[src/rtl/qspi_gear_fifo_if.sv]
// qspi_gear_fifo_if
//   Handshake and status bundle for the QSPI width-converting FIFO.
//   Optional macro: QSPI_FIFO_SNOOP_EN adds the snoop window signal.
//   master : producer/consumer side (drives clear, push, push_data, pop)
//   slave  : FIFO side (drives push_ready, pop_data, pop_valid, flags, count)
interface qspi_gear_fifo_if #(
   parameter int unsigned IN_W    = 4,
   parameter int unsigned OUT_W   = 2,
   parameter int unsigned DEPTH   = 24,
   parameter int unsigned SNOOP_W = 32
);
   localparam int unsigned CW = $clog2(DEPTH + 1);

   logic             clear;
   logic             push;
   logic [IN_W-1:0]  push_data;
   logic             push_ready;
   logic             pop;
   logic [OUT_W-1:0] pop_data;
   logic             pop_valid;
   logic             empty;
   logic             full;
   logic             almost_full;
   logic [CW-1:0]    count;
   logic             overflow;
   logic             underflow;
`ifdef QSPI_FIFO_SNOOP_EN
   logic [SNOOP_W-1:0] snoop;
`endif

   modport master (
      output clear, push, push_data, pop,
      input  push_ready, pop_data, pop_valid, empty, full, almost_full,
      input  count, overflow, underflow
`ifdef QSPI_FIFO_SNOOP_EN
      , input snoop
`endif
   );

   modport slave (
      input  clear, push, push_data, pop,
      output push_ready, pop_data, pop_valid, empty, full, almost_full,
      output count, overflow, underflow
`ifdef QSPI_FIFO_SNOOP_EN
      , output snoop
`endif
   );
endinterface

[src/rtl/qspi_gear_fifo.sv]
// qspi_gear_fifo
//   Width-converting ring-buffer FIFO: accepts IN_W-bit words, emits OUT_W-bit
//   slices MSB-first, one registered slice per accepted pop (1-cycle latency).
//   Sticky overflow/underflow, almost_full watermark, synchronous clear.
//   Optional macro: QSPI_FIFO_SNOOP_EN keeps the last SNOOP_W/IN_W pushed words.
// Ports
//   clk    : clock
//   rst_n  : asynchronous active-low reset
//   bus    : qspi_gear_fifo_if.slave (clear, push/push_data/push_ready,
//            pop/pop_data/pop_valid, empty, full, almost_full, count,
//            overflow, underflow, snoop when enabled)
module qspi_gear_fifo #(
   parameter int unsigned IN_W     = 4,
   parameter int unsigned OUT_W    = 2,
   parameter int unsigned DEPTH    = 24,
   parameter int unsigned AF_LEVEL = 20,
   parameter int unsigned SNOOP_W  = 32
) (
   input logic              clk,
   input logic              rst_n,
   qspi_gear_fifo_if.slave  bus
);
   localparam int unsigned R  = IN_W / OUT_W;
   localparam int unsigned PW = (DEPTH > 1) ? $clog2(DEPTH) : 1;
   localparam int unsigned CW = $clog2(DEPTH + 1);

   if (IN_W % OUT_W != 0) begin : g_chk_ratio
      $error("qspi_gear_fifo: IN_W must be a multiple of OUT_W");
   end
   if (DEPTH < 2 * R) begin : g_chk_depth
      $error("qspi_gear_fifo: DEPTH must be at least 2*IN_W/OUT_W");
   end
   if (AF_LEVEL < 1 || AF_LEVEL > DEPTH) begin : g_chk_af
      $error("qspi_gear_fifo: AF_LEVEL must be within 1..DEPTH");
   end
   if (SNOOP_W % IN_W != 0) begin : g_chk_snoop
      $error("qspi_gear_fifo: SNOOP_W must be a multiple of IN_W");
   end

   // Pointer advance with wrap at DEPTH, which need not be a power of two.
   function automatic logic [PW-1:0] wrap_add(input logic [PW-1:0] p,
                                              input int unsigned n);
      int unsigned s;
      s = 32'(p) + n;
      if (s >= DEPTH) s = s - DEPTH;
      return PW'(s);
   endfunction

   logic [OUT_W-1:0] mem_q [DEPTH];
   logic [PW-1:0]    wr_ptr_q, wr_ptr_d;
   logic [PW-1:0]    rd_ptr_q, rd_ptr_d;
   logic [CW-1:0]    count_q, count_d;
   logic [OUT_W-1:0] pop_data_q, pop_data_d;
   logic             pop_valid_q, pop_valid_d;
   logic             overflow_q, overflow_d;
   logic             underflow_q, underflow_d;
   logic             push_ready, empty, push_acc, pop_acc;

   // Flags come from the start-of-cycle count, so a same-cycle push never
   // makes a pop on an empty FIFO legal.
   assign push_ready = (CW'(DEPTH) - count_q) >= CW'(R);
   assign empty      = (count_q == '0);
   assign push_acc   = bus.push && push_ready;
   assign pop_acc    = bus.pop && !empty;

   always_comb begin
      wr_ptr_d    = wr_ptr_q;
      rd_ptr_d    = rd_ptr_q;
      count_d     = count_q;
      pop_data_d  = pop_data_q;
      pop_valid_d = 1'b0;
      overflow_d  = overflow_q;
      underflow_d = underflow_q;
      if (bus.clear) begin
         wr_ptr_d    = '0;
         rd_ptr_d    = '0;
         count_d     = '0;
         overflow_d  = 1'b0;
         underflow_d = 1'b0;
      end else begin
         if (push_acc) begin
            wr_ptr_d = wrap_add(wr_ptr_q, R);
         end else if (bus.push) begin
            overflow_d = 1'b1;
         end
         if (pop_acc) begin
            pop_data_d  = mem_q[rd_ptr_q];
            pop_valid_d = 1'b1;
            rd_ptr_d    = wrap_add(rd_ptr_q, 1);
         end else if (bus.pop) begin
            underflow_d = 1'b1;
         end
         count_d = count_q + CW'(push_acc ? R : 32'd0) - CW'(pop_acc ? 32'd1 : 32'd0);
      end
   end

   always_ff @(posedge clk or negedge rst_n) begin
      if (!rst_n) begin
         wr_ptr_q    <= '0;
         rd_ptr_q    <= '0;
         count_q     <= '0;
         pop_data_q  <= '0;
         pop_valid_q <= 1'b0;
         overflow_q  <= 1'b0;
         underflow_q <= 1'b0;
      end else begin
         wr_ptr_q    <= wr_ptr_d;
         rd_ptr_q    <= rd_ptr_d;
         count_q     <= count_d;
         pop_data_q  <= pop_data_d;
         pop_valid_q <= pop_valid_d;
         overflow_q  <= overflow_d;
         underflow_q <= underflow_d;
      end
   end

   // Storage is not reset; slice 0 (MSB slice) lands at wr_ptr.
   always_ff @(posedge clk) begin
      if (push_acc && !bus.clear) begin
         for (int unsigned i = 0; i < R; i++) begin
            mem_q[wrap_add(wr_ptr_q, i)] <= bus.push_data[IN_W-1-i*OUT_W -: OUT_W];
         end
      end
   end

`ifdef QSPI_FIFO_SNOOP_EN
   logic [SNOOP_W-1:0] snoop_q, snoop_d;

   // Shift register of pushed words, newest in the LSBs; pops do not touch it.
   always_comb begin
      snoop_d = snoop_q;
      if (bus.clear) begin
         snoop_d = '0;
      end else if (push_acc) begin
         snoop_d = (snoop_q << IN_W) | SNOOP_W'(bus.push_data);
      end
   end

   always_ff @(posedge clk or negedge rst_n) begin
      if (!rst_n) snoop_q <= '0;
      else        snoop_q <= snoop_d;
   end

   assign bus.snoop = snoop_q;
`endif

   assign bus.push_ready  = push_ready;
   assign bus.full        = !push_ready;
   assign bus.empty       = empty;
   assign bus.almost_full = (count_q >= CW'(AF_LEVEL));
   assign bus.count       = count_q;
   assign bus.pop_data    = pop_data_q;
   assign bus.pop_valid   = pop_valid_q;
   assign bus.overflow    = overflow_q;
   assign bus.underflow   = underflow_q;
endmodule
[src/flat_wrapper.sv]
// flat-port wrapper written by rule: the top's interface ports become plain ports
module qspi_gear_fifo_flat 
#(
   parameter int unsigned IN_W     = 4,
   parameter int unsigned OUT_W    = 2,
   parameter int unsigned DEPTH    = 24,
   parameter int unsigned AF_LEVEL = 20,
   parameter int unsigned SNOOP_W  = 32
)
  (clk, rst_n, bus_clear, bus_push, bus_push_data, bus_pop, bus_push_ready, bus_pop_data, bus_pop_valid, bus_empty, bus_full, bus_almost_full, bus_count, bus_overflow, bus_underflow);
  qspi_gear_fifo_if #(.IN_W(IN_W), .OUT_W(OUT_W), .DEPTH(DEPTH), .SNOOP_W(SNOOP_W)) bus_i ();
  input logic clk;
  input logic rst_n;
  input wire logic [$bits(bus_i.clear)-1:0] bus_clear;
  input wire logic [$bits(bus_i.push)-1:0] bus_push;
  input wire logic [$bits(bus_i.push_data)-1:0] bus_push_data;
  input wire logic [$bits(bus_i.pop)-1:0] bus_pop;
  output wire logic [$bits(bus_i.push_ready)-1:0] bus_push_ready;
  output wire logic [$bits(bus_i.pop_data)-1:0] bus_pop_data;
  output wire logic [$bits(bus_i.pop_valid)-1:0] bus_pop_valid;
  output wire logic [$bits(bus_i.empty)-1:0] bus_empty;
  output wire logic [$bits(bus_i.full)-1:0] bus_full;
  output wire logic [$bits(bus_i.almost_full)-1:0] bus_almost_full;
  output wire logic [$bits(bus_i.count)-1:0] bus_count;
  output wire logic [$bits(bus_i.overflow)-1:0] bus_overflow;
  output wire logic [$bits(bus_i.underflow)-1:0] bus_underflow;
  assign bus_i.clear = bus_clear;
  assign bus_i.push = bus_push;
  assign bus_i.push_data = bus_push_data;
  assign bus_i.pop = bus_pop;
  assign bus_push_ready = bus_i.push_ready;
  assign bus_pop_data = bus_i.pop_data;
  assign bus_pop_valid = bus_i.pop_valid;
  assign bus_empty = bus_i.empty;
  assign bus_full = bus_i.full;
  assign bus_almost_full = bus_i.almost_full;
  assign bus_count = bus_i.count;
  assign bus_overflow = bus_i.overflow;
  assign bus_underflow = bus_i.underflow;
  qspi_gear_fifo #(.IN_W(IN_W), .OUT_W(OUT_W), .DEPTH(DEPTH), .AF_LEVEL(AF_LEVEL), .SNOOP_W(SNOOP_W)) u_core (.clk(clk), .rst_n(rst_n), .bus(bus_i));
endmodule
[config.mk]
export PLATFORM = sky130hd
export DESIGN_NAME = qspi_gear_fifo_flat
export DESIGN_NICKNAME = d
export VERILOG_FILES = /design/src/rtl/qspi_gear_fifo_if.sv /design/src/rtl/qspi_gear_fifo.sv /design/src/flat_wrapper.sv
export SDC_FILE = /design/constraint.sdc
export NUM_CORES = 1
export LEC_CHECK = 0
export CORE_MARGIN = 3
export CORE_UTILIZATION = 50
export DETAILED_ROUTE_END_ITERATION = 10
export PLACE_DENSITY = 0.75
export SKIP_CTS_REPAIR_TIMING = 1
export SYNTH_ARGS = -nofsm -noshare
export SYNTH_HDL_FRONTEND = slang
export SYNTH_SLANG_ARGS = --single-unit
[constraint.sdc]
create_clock -name clk -period 4.7 [get_ports clk]
set_input_delay 0.94 -clock clk [delete_from_list [all_inputs] [get_ports clk]]
set_output_delay 0.94 -clock clk [all_outputs]
set_load 0.1 [all_outputs]
==> results of run 1 <==
-- cell families after synthesis --
| group | Yosys count |
|---|---|
| and+or+nand+nor | 105 |
| adders and majority gates | 17 |
| muxes | 45 |
| DFF | 67 |
| xor gates and xnor gates | 6 |
| AOI/OAI and AO/OA | 39 |
| buffers and inverters | 61 |
-- synth_stat cells, types with 2 or more instances --
master / count
a21oi_1: 16
a22oi_1: 4
a31oi_1: 5
buf_1: 3
buf_2: 6
clkbuf_1: 35
dfrtp_1: 19
edfxtp_1: 48
ha_1: 16
inv_1: 14
mux2_2: 18
mux2_4: 6
mux2i_1: 17
mux4_2: 4
nand2_1: 15
nand2b_1: 7
nand3_1: 15
nand3b_1: 2
nand4_1: 3
nor2_1: 22
nor2b_1: 7
nor3_1: 13
nor3b_1: 2
nor4_2: 5
nor4_4: 3
nor4b_2: 4
o21ai_0: 9
o311a_1: 2
or3_1: 2
xnor2_1: 3
xor2_1: 3
-- state kept, by name (all words and copies together), names as in the netlist --
| signal | cells |
|---|---|
| u_core.rd_ptr_q | 5 |
| u_core.bus.count | 5 |
| u_core.wr_ptr_q | 4 |
| u_core.bus.underflow | 1 |
| u_core.bus.overflow | 1 |
| u_core.bus.pop_valid | 1 |
| u_core.bus.pop_data | 2 |
| u_core.mem_q | 48 |
-- final cells by class --
cell class / count / area (µm²) / area share (%)
tap: 99 / 124 / 2.92
clock inverter: 3 / 37.5 / 0.884
sequential: 67 / 1920 / 45.2
clock buffer: 13 / 149 / 3.51
inverter: 15 / 63.8 / 1.50
multi-input combinational: 212 / 1720 / 40.5
timing repair buffer: 24 / 233 / 5.48
-- power groups by stage --
stage               logic, W  registers [W]  clock network, W
finish              0.000939       0.000747          0.000467
global route         0.00102       0.000755          0.000498
CTS                 0.000948       0.000747          0.000475
detailed placement  0.000944       0.000759                 0
global placement    0.000927       0.000755                 0
floorplan           0.000548       0.000955                 0
-- critical path: stages, from the launching register on --
cell	delay, ns
dfrtp_1	0.46
inv_1	0.16
ha_1	0.24
a21bo_1	0.19
nand4_1	0.09
a21o_4	0.20
clkdlybuf4s50_1	1.15
-- how the worst min path moves through the flow --
stage / from / to / slack (ns) / cells after the start
CTS: u_core.bus.overflow / u_core.bus.overflow / 0.51 / 2
floorplan: u_core.rd_ptr_q[3] / u_core.rd_ptr_q[4] / 0.59 / 2
global route: u_core.bus.underflow / u_core.bus.underflow / 0.56 / 2
finish: u_core.bus.overflow / u_core.bus.overflow / 0.51 / 2
detailed placement: u_core.bus.overflow / u_core.bus.overflow / 0.49 / 2
global placement: u_core.bus.underflow / u_core.bus.underflow / 0.48 / 2
-- metrics by stage --
step	cell area (µm²)	setup WS (ns)	total power, W
global placement	4060	1.32	0.00168
CTS	4240	0.894	0.00217
global route	4240	0.822	0.00227
detailed placement	4060	1.28	0.00170
finish	4240	0.926	0.00215
floorplan	3890	1.13	0.00150
-- layer usage --
| layer | wire length, µm | share of wire, % | track usage, % | vias up |
|---|---|---|---|---|
| met4 | 85 | 1.1 | 6.02 | 0 |
| met1 | 3510 | 47 | 26.0 | 1204 |
| met5 | 0 | 0 | 0 | - |
| met2 | 3670 | 49 | 30.0 | 54 |
| li1 | - | - | - | 1187 |
| met3 | 261 | 3.5 | 4.25 | 8 |
==> key figures, run 1 <==
Logic synthesis
  – Multiplexer area fraction after synthesis: 14.2%
  – Main combinational cell family by area after synthesis: simple AND/OR/NAND/NOR gates
  – Avg Inst Size Synth: 11.4 µm²
  – Library cells used by synthesis: 43
  – Post-Synth Adder-Cell Area: 5.66%
  – Synth Net Count: 366
  – Post-synth ARST share: 28.4%
  – Complex-gate fraction of the synthesized area: 6.18%
  – Synth warnings: 0
  – Post-synthesis simple-gate area fraction: 16.8%
  – Flops & latches, synth: 67
  – Top post-synthesis cells by area: edfxtp_1 37%, dfrtp_1 12%, mux2_2 5.2%
  – Synth area leader: edfxtp_1
  – Post-synth EDFFs: 48
  – Synth Area in XOR/XNOR: 1.35%
  – Post-Syn Area: roughly 4000 µm²
  – Syn Inst Count: 340
  – Sequential share of the synthesized area: 49.3%
  – Synth top area share: 37.1%
  – Top_reg_cell synth: edfxtp_1

Detailed routing
  – WL final: 7530 µm
  – Remaining DRCs: 0
  – DR WL/cell: between 15 and 20 µm
  – Final ANT Viol Nets: 0
  – DR vias: 2453
  – Drt via density: 5.67
  – Drt first pass iters: 4
  – DR iter-0 viols: 161

Layout
  – Commonest non-fill, non-tap cell in the layout: edfxtp_1
  – Final Util: 57.3%
  – N_diodes: 0
  – Area grow syn2layout: 9.10%
  – Post-route insts no fill: 433
  – # fillers: a little over 600
  – Nets@finish: 355
  – Commonest non-fill, non-tap cells in the layout: 48 x edfxtp_1, 22 x nor2_1, 21 x clkdlybuf4s50_1, 19 x dfrtp_1, 18 x mux2_2
  – Share of cells above drive strength 1: 17.1%

Worst setup path
  – Worst r2r dst: u_core.bus.count[2]
  – WS Path Type: register to primary output
  – WP data required: 3.76 ns
  – Critical path startpoint: u_core.bus.count[2]
  – Reg2reg setup slack: 1.92 ns
  – Crit path max fanout: 7
  – R2R Path Start: u_core.bus.count[0]
  – Crit start category: register
  – Crit. End Element: primary output
  – WP data arrival: roughly 2.8 ns
  – Reg2reg path depth: 11
  – Worst setup path end: bus_push_ready

GRT
  – GR Overflow Total: 0
  – Total GRT Usage: 19.0%
  – Antenna violations before repair: 0
  – Largest net degree at the start of global routing: 26
  – Global-route wire length before repair: 12700 µm
  – Vias in the first global route: 2426

Floorplanning
  – Die height: roughly 94 µm
  – Initial Util: a little over half
  – Num ports: 23
  – Die ar.: 8870 µm²
  – Core area: ~7400 µm²
  – FP Rows: 31
  – Die width: ~94 µm

CTS
  – TritonCTS clock tree: built
  – CTS Buf Count: 9
  – H-tree depth: 3
  – Worst-Skew Late Latency: between 0.3 and 0.4 ns
  – # clock sinks: 67
  – Root buf cell: clkbuf_8
  – CTS clk-pin slew, worst paths: 0.07 ns
  – Clk buf depth: 2

Placement
  – HPWL after detailed placement: 5250 µm
  – GPL Wtd Cong: between 0.8 and 0.9
  – Placed Cells: 417
  – # port buffers: 22

Worst hold path
  – Worst hold path type: register to register

Power and ir drop
  – Psw: just over 0.0009 W
  – Pwr Density: roughly 510 nW/µm²
  – Lkg Pwr: between 1 and 1.5 nW
  – Clock power share: 21.7%
  – Seq pwr share: 34.7%
  – Cell internal pwr: 0.00123 W
  – Comb pwr share: 43.6%
  – Sw frac: 42.9%
  – Worst vdd ir: roughly 430 µV

STA
  – Max Fclk: 265 MHz
  – Setup Skew: 0.00804 ns
  – RSZ-0062 raised after global routing: no
  – Final Slew Violations: 0
  – Slew Limit Headroom: 33.5%
  – Hold WS: 0.505 ns
  – Final hold vios: 0
  – Crit path time final: between 3 and 4 ns
  – Worst-margin pin slew: 0.994 ns
  – Finish-stage setup viols: 0
  – Setup TNS: 0 ns
  – Crit share post-route: between 80 and 90%

Run status
  – Outcome: completed

Job
  – Maxcap violations: 0
Power figures use the tool's default switching activity.
==> run 2: changes to the inputs <==
--- a/config.mk
+++ b/config.mk
@@ -8,7 +8,7 @@
 export CORE_MARGIN = 3
 export CORE_UTILIZATION = 50
 export DETAILED_ROUTE_END_ITERATION = 10
-export PLACE_DENSITY = 0.75
+export PLACE_DENSITY = 0.77
 export SKIP_CTS_REPAIR_TIMING = 1
 export SYNTH_ARGS = -nofsm -noshare
 export SYNTH_HDL_FRONTEND = slang
==> constraint.sdc (replaced) <==
create_clock -name clk -period 3.1 [get_ports clk]
set_input_delay 0.62 -clock clk [delete_from_list [all_inputs] [get_ports clk]]
set_output_delay 0.62 -clock clk [all_outputs]
set_load 0.1 [all_outputs]
==> key figures, run 2 (same netlist as run 1, synthesis figures left out) <==
GRT
  – Antenna violations before repair: 0
  – Total GRT Usage: 19.5%
  – Global-route wire length before repair: 13100 µm
  – Largest net degree at the start of global routing: 26
  – GR Overflow Total: 0
  – Vias in the first global route: around 2500

Worst setup path
  – Worst setup path end: bus_full
  – CP peak stage delay: ~0.42 ns
  – WP data arrival: 2.18 ns
  – CP max stage cell: dfrtp_2
  – Crit start category: register
  – Worst path top cell family by delay: buffers and inverters
  – Reg2reg path depth: 11
  – Crit path max fanout: 19
  – Critical path depth in cells: 7
  – R2R Path Start: u_core.bus.count[0]
  – WS Path Type: register to primary output
  – Critical path startpoint: u_core.bus.count[0]
  – CP cell instances: inv_1 > ha_1 > xnor2_1 > or3_1 > a21o_4 > inv_8 > buf_12
  – WP data required: 2.48 ns
  – Buf+Inv Stages, Crit Path: 3
  – Crit. End Element: primary output
  – Worst r2r dst: u_core.bus.count[2]
  – Reg2reg setup slack: between 0.4 and 0.5 ns

CTS
  – CTS Buf Count: 9
  – TritonCTS clock tree: built
  – H-tree depth: 3
  – Root buf cell: clkbuf_8
  – CTS clk-pin slew, worst paths: 0.07 ns
  – # clock sinks: 67
  – Worst-Skew Late Latency: 0.35 ns
  – Clk buf depth: 2

Power and ir drop
  – Psw: about 0.0014 W
  – Cell internal pwr: ~0.0018 W
  – Seq pwr share: 35.1%
  – Sw frac: a little over two fifths
  – Lkg Pwr: 1.52 nW
  – Clock power share: between 20% and 30%
  – Power Total: 0.00324 W
  – Comb pwr share: 43.8%
  – Worst vdd ir: 500 µV
  – Pwr Density: between 700 and 800 nW/µm²

Detailed routing
  – Remaining DRCs: 0
  – DR vias: 2484
  – DR iter-0 viols: 189
  – Drt via density: roughly 5.7
  – Drt first pass iters: 5
  – DR WL/cell: 17.9 µm
  – WL final: between 7000 and 8000 µm
  – Final ANT Viol Nets: 0

STA
  – Finish-stage setup viols: 0
  – Crit share post-route: 90.4%
  – Slew Limit Headroom: 41.3%
  – Final hold vios: 0
  – RSZ-0062 raised after global routing: no
  – Final Slew Violations: 0
  – Max Fclk: approximately 360 MHz
  – Setup ws final: 0.298 ns
  – Setup Skew: 0.00959 ns
  – Setup TNS: 0 ns
  – Crit path time final: 2.80 ns
  – Worst-margin pin slew: 0.877 ns

Floorplanning
  – Die width: 94.2 µm
  – Initial Util: 52.5%
  – FP Rows: 31
  – Core area: 7410 µm²
  – Die height: roughly 94 µm
  – Num ports: 23
  – Die ar.: approximately 8900 µm²

Layout
  – Share of cells above drive strength 1: 22.6%
  – Largest Register: u_core.mem_q
  – Nets@finish: 358
  – N_diodes: 0
  – Commonest non-fill, non-tap cell in the layout: edfxtp_1
  – Number of flip-flops in the largest register: 48
  – # fillers: 610
  – Commonest non-fill, non-tap cells in the layout: 48 x edfxtp_1, 22 x nor2_1, 18 x mux2_2, 18 x buf_4, 17 x mux2i_1
  – Multi-input logic area: 1720 µm²
  – Area grow syn2layout: 9.10%
  – Seq. cell area: 1920 µm²
  – Final instance area: approximately 4200 µm²
  – Post-route insts no fill: 436

Placement
  – Placed Cells: 420
  – Dpl ws: 0.424 ns
  – # port buffers: 22
  – HPWL after detailed placement: approximately 5400 µm
  – DP Area: 4070 µm²
  – GPL Wtd Cong: 0.795

Run status
  – Outcome: completed

Job
  – Maxcap violations: 0

Worst hold path
  – Worst hold path type: register to register
[run 2: changes by cell type in the layout (fill, tap and decap cells not counted), moves of 3 or more]
cell / change
buf_4: +15
clkdlybuf4s50_1: -13
dfrtp_1: -4
dfrtp_2: +3
[run 2: worst min-delay path by stage]
stage | end | cells past startpoint | slack, ns | startpoint
4_1_cts | u_core.bus.overflow | 2 | 0.52 | u_core.bus.overflow
3_3_place_gp | u_core.bus.underflow | 2 | 0.48 | u_core.bus.underflow
3_5_place_dp | u_core.bus.overflow | 2 | 0.50 | u_core.bus.overflow
6_report | u_core.bus.overflow | 2 | 0.51 | u_core.bus.overflow
5_1_grt | u_core.bus.underflow | 2 | 0.56 | u_core.bus.underflow
2_1_floorplan | u_core.bus.count[0] | 0 | 0.32 | rst_n
[run 2: per-stage QoR]
step	utilization, %	hold WS, ns
final	57.3	0.511
after CTS	57.3	0.517
after global placement	54.9	0.479
after global routing	57.3	0.560
after detailed placement	54.9	0.499
after floorplan	-	0.324
[run 2: cell type report]
class	count	share of cell area [%]
repair buffers	27	5.54
clock inverters	4	0.973
clock buffers	12	3.18
multi-input cells	212	40.5
flip-flops and latches	67	45.3
well taps	99	2.92
inverters	15	1.50
[run 2: worst min-delay path: stages, from the launching register on]
cell and delay [ns]:
dfrtp_1 0.35, a21oi_1 0.05, nor2_1 0.07
[run 2: power groups by stage]
stage,logic (W),clock network [W],registers (W)
after floorplan,0.000829,0,0.00146
after global placement,0.00139,0,0.00115
after detailed placement,0.00142,0,0.00116
after CTS,0.00143,0.000686,0.00114
after global routing,0.00152,0.000723,0.00115
final,0.00142,0.000683,0.00114
[run 2: routing by layer]
layer  global-route usage [%]  vias to the layer above  wire, µm
li1                         -                     1195         -
met1                     25.2                     1225      3440
met2                     32.4                       53      3950
met3                     2.96                       11       271
met4                     8.42                        0       150
met5                        0                        -         0
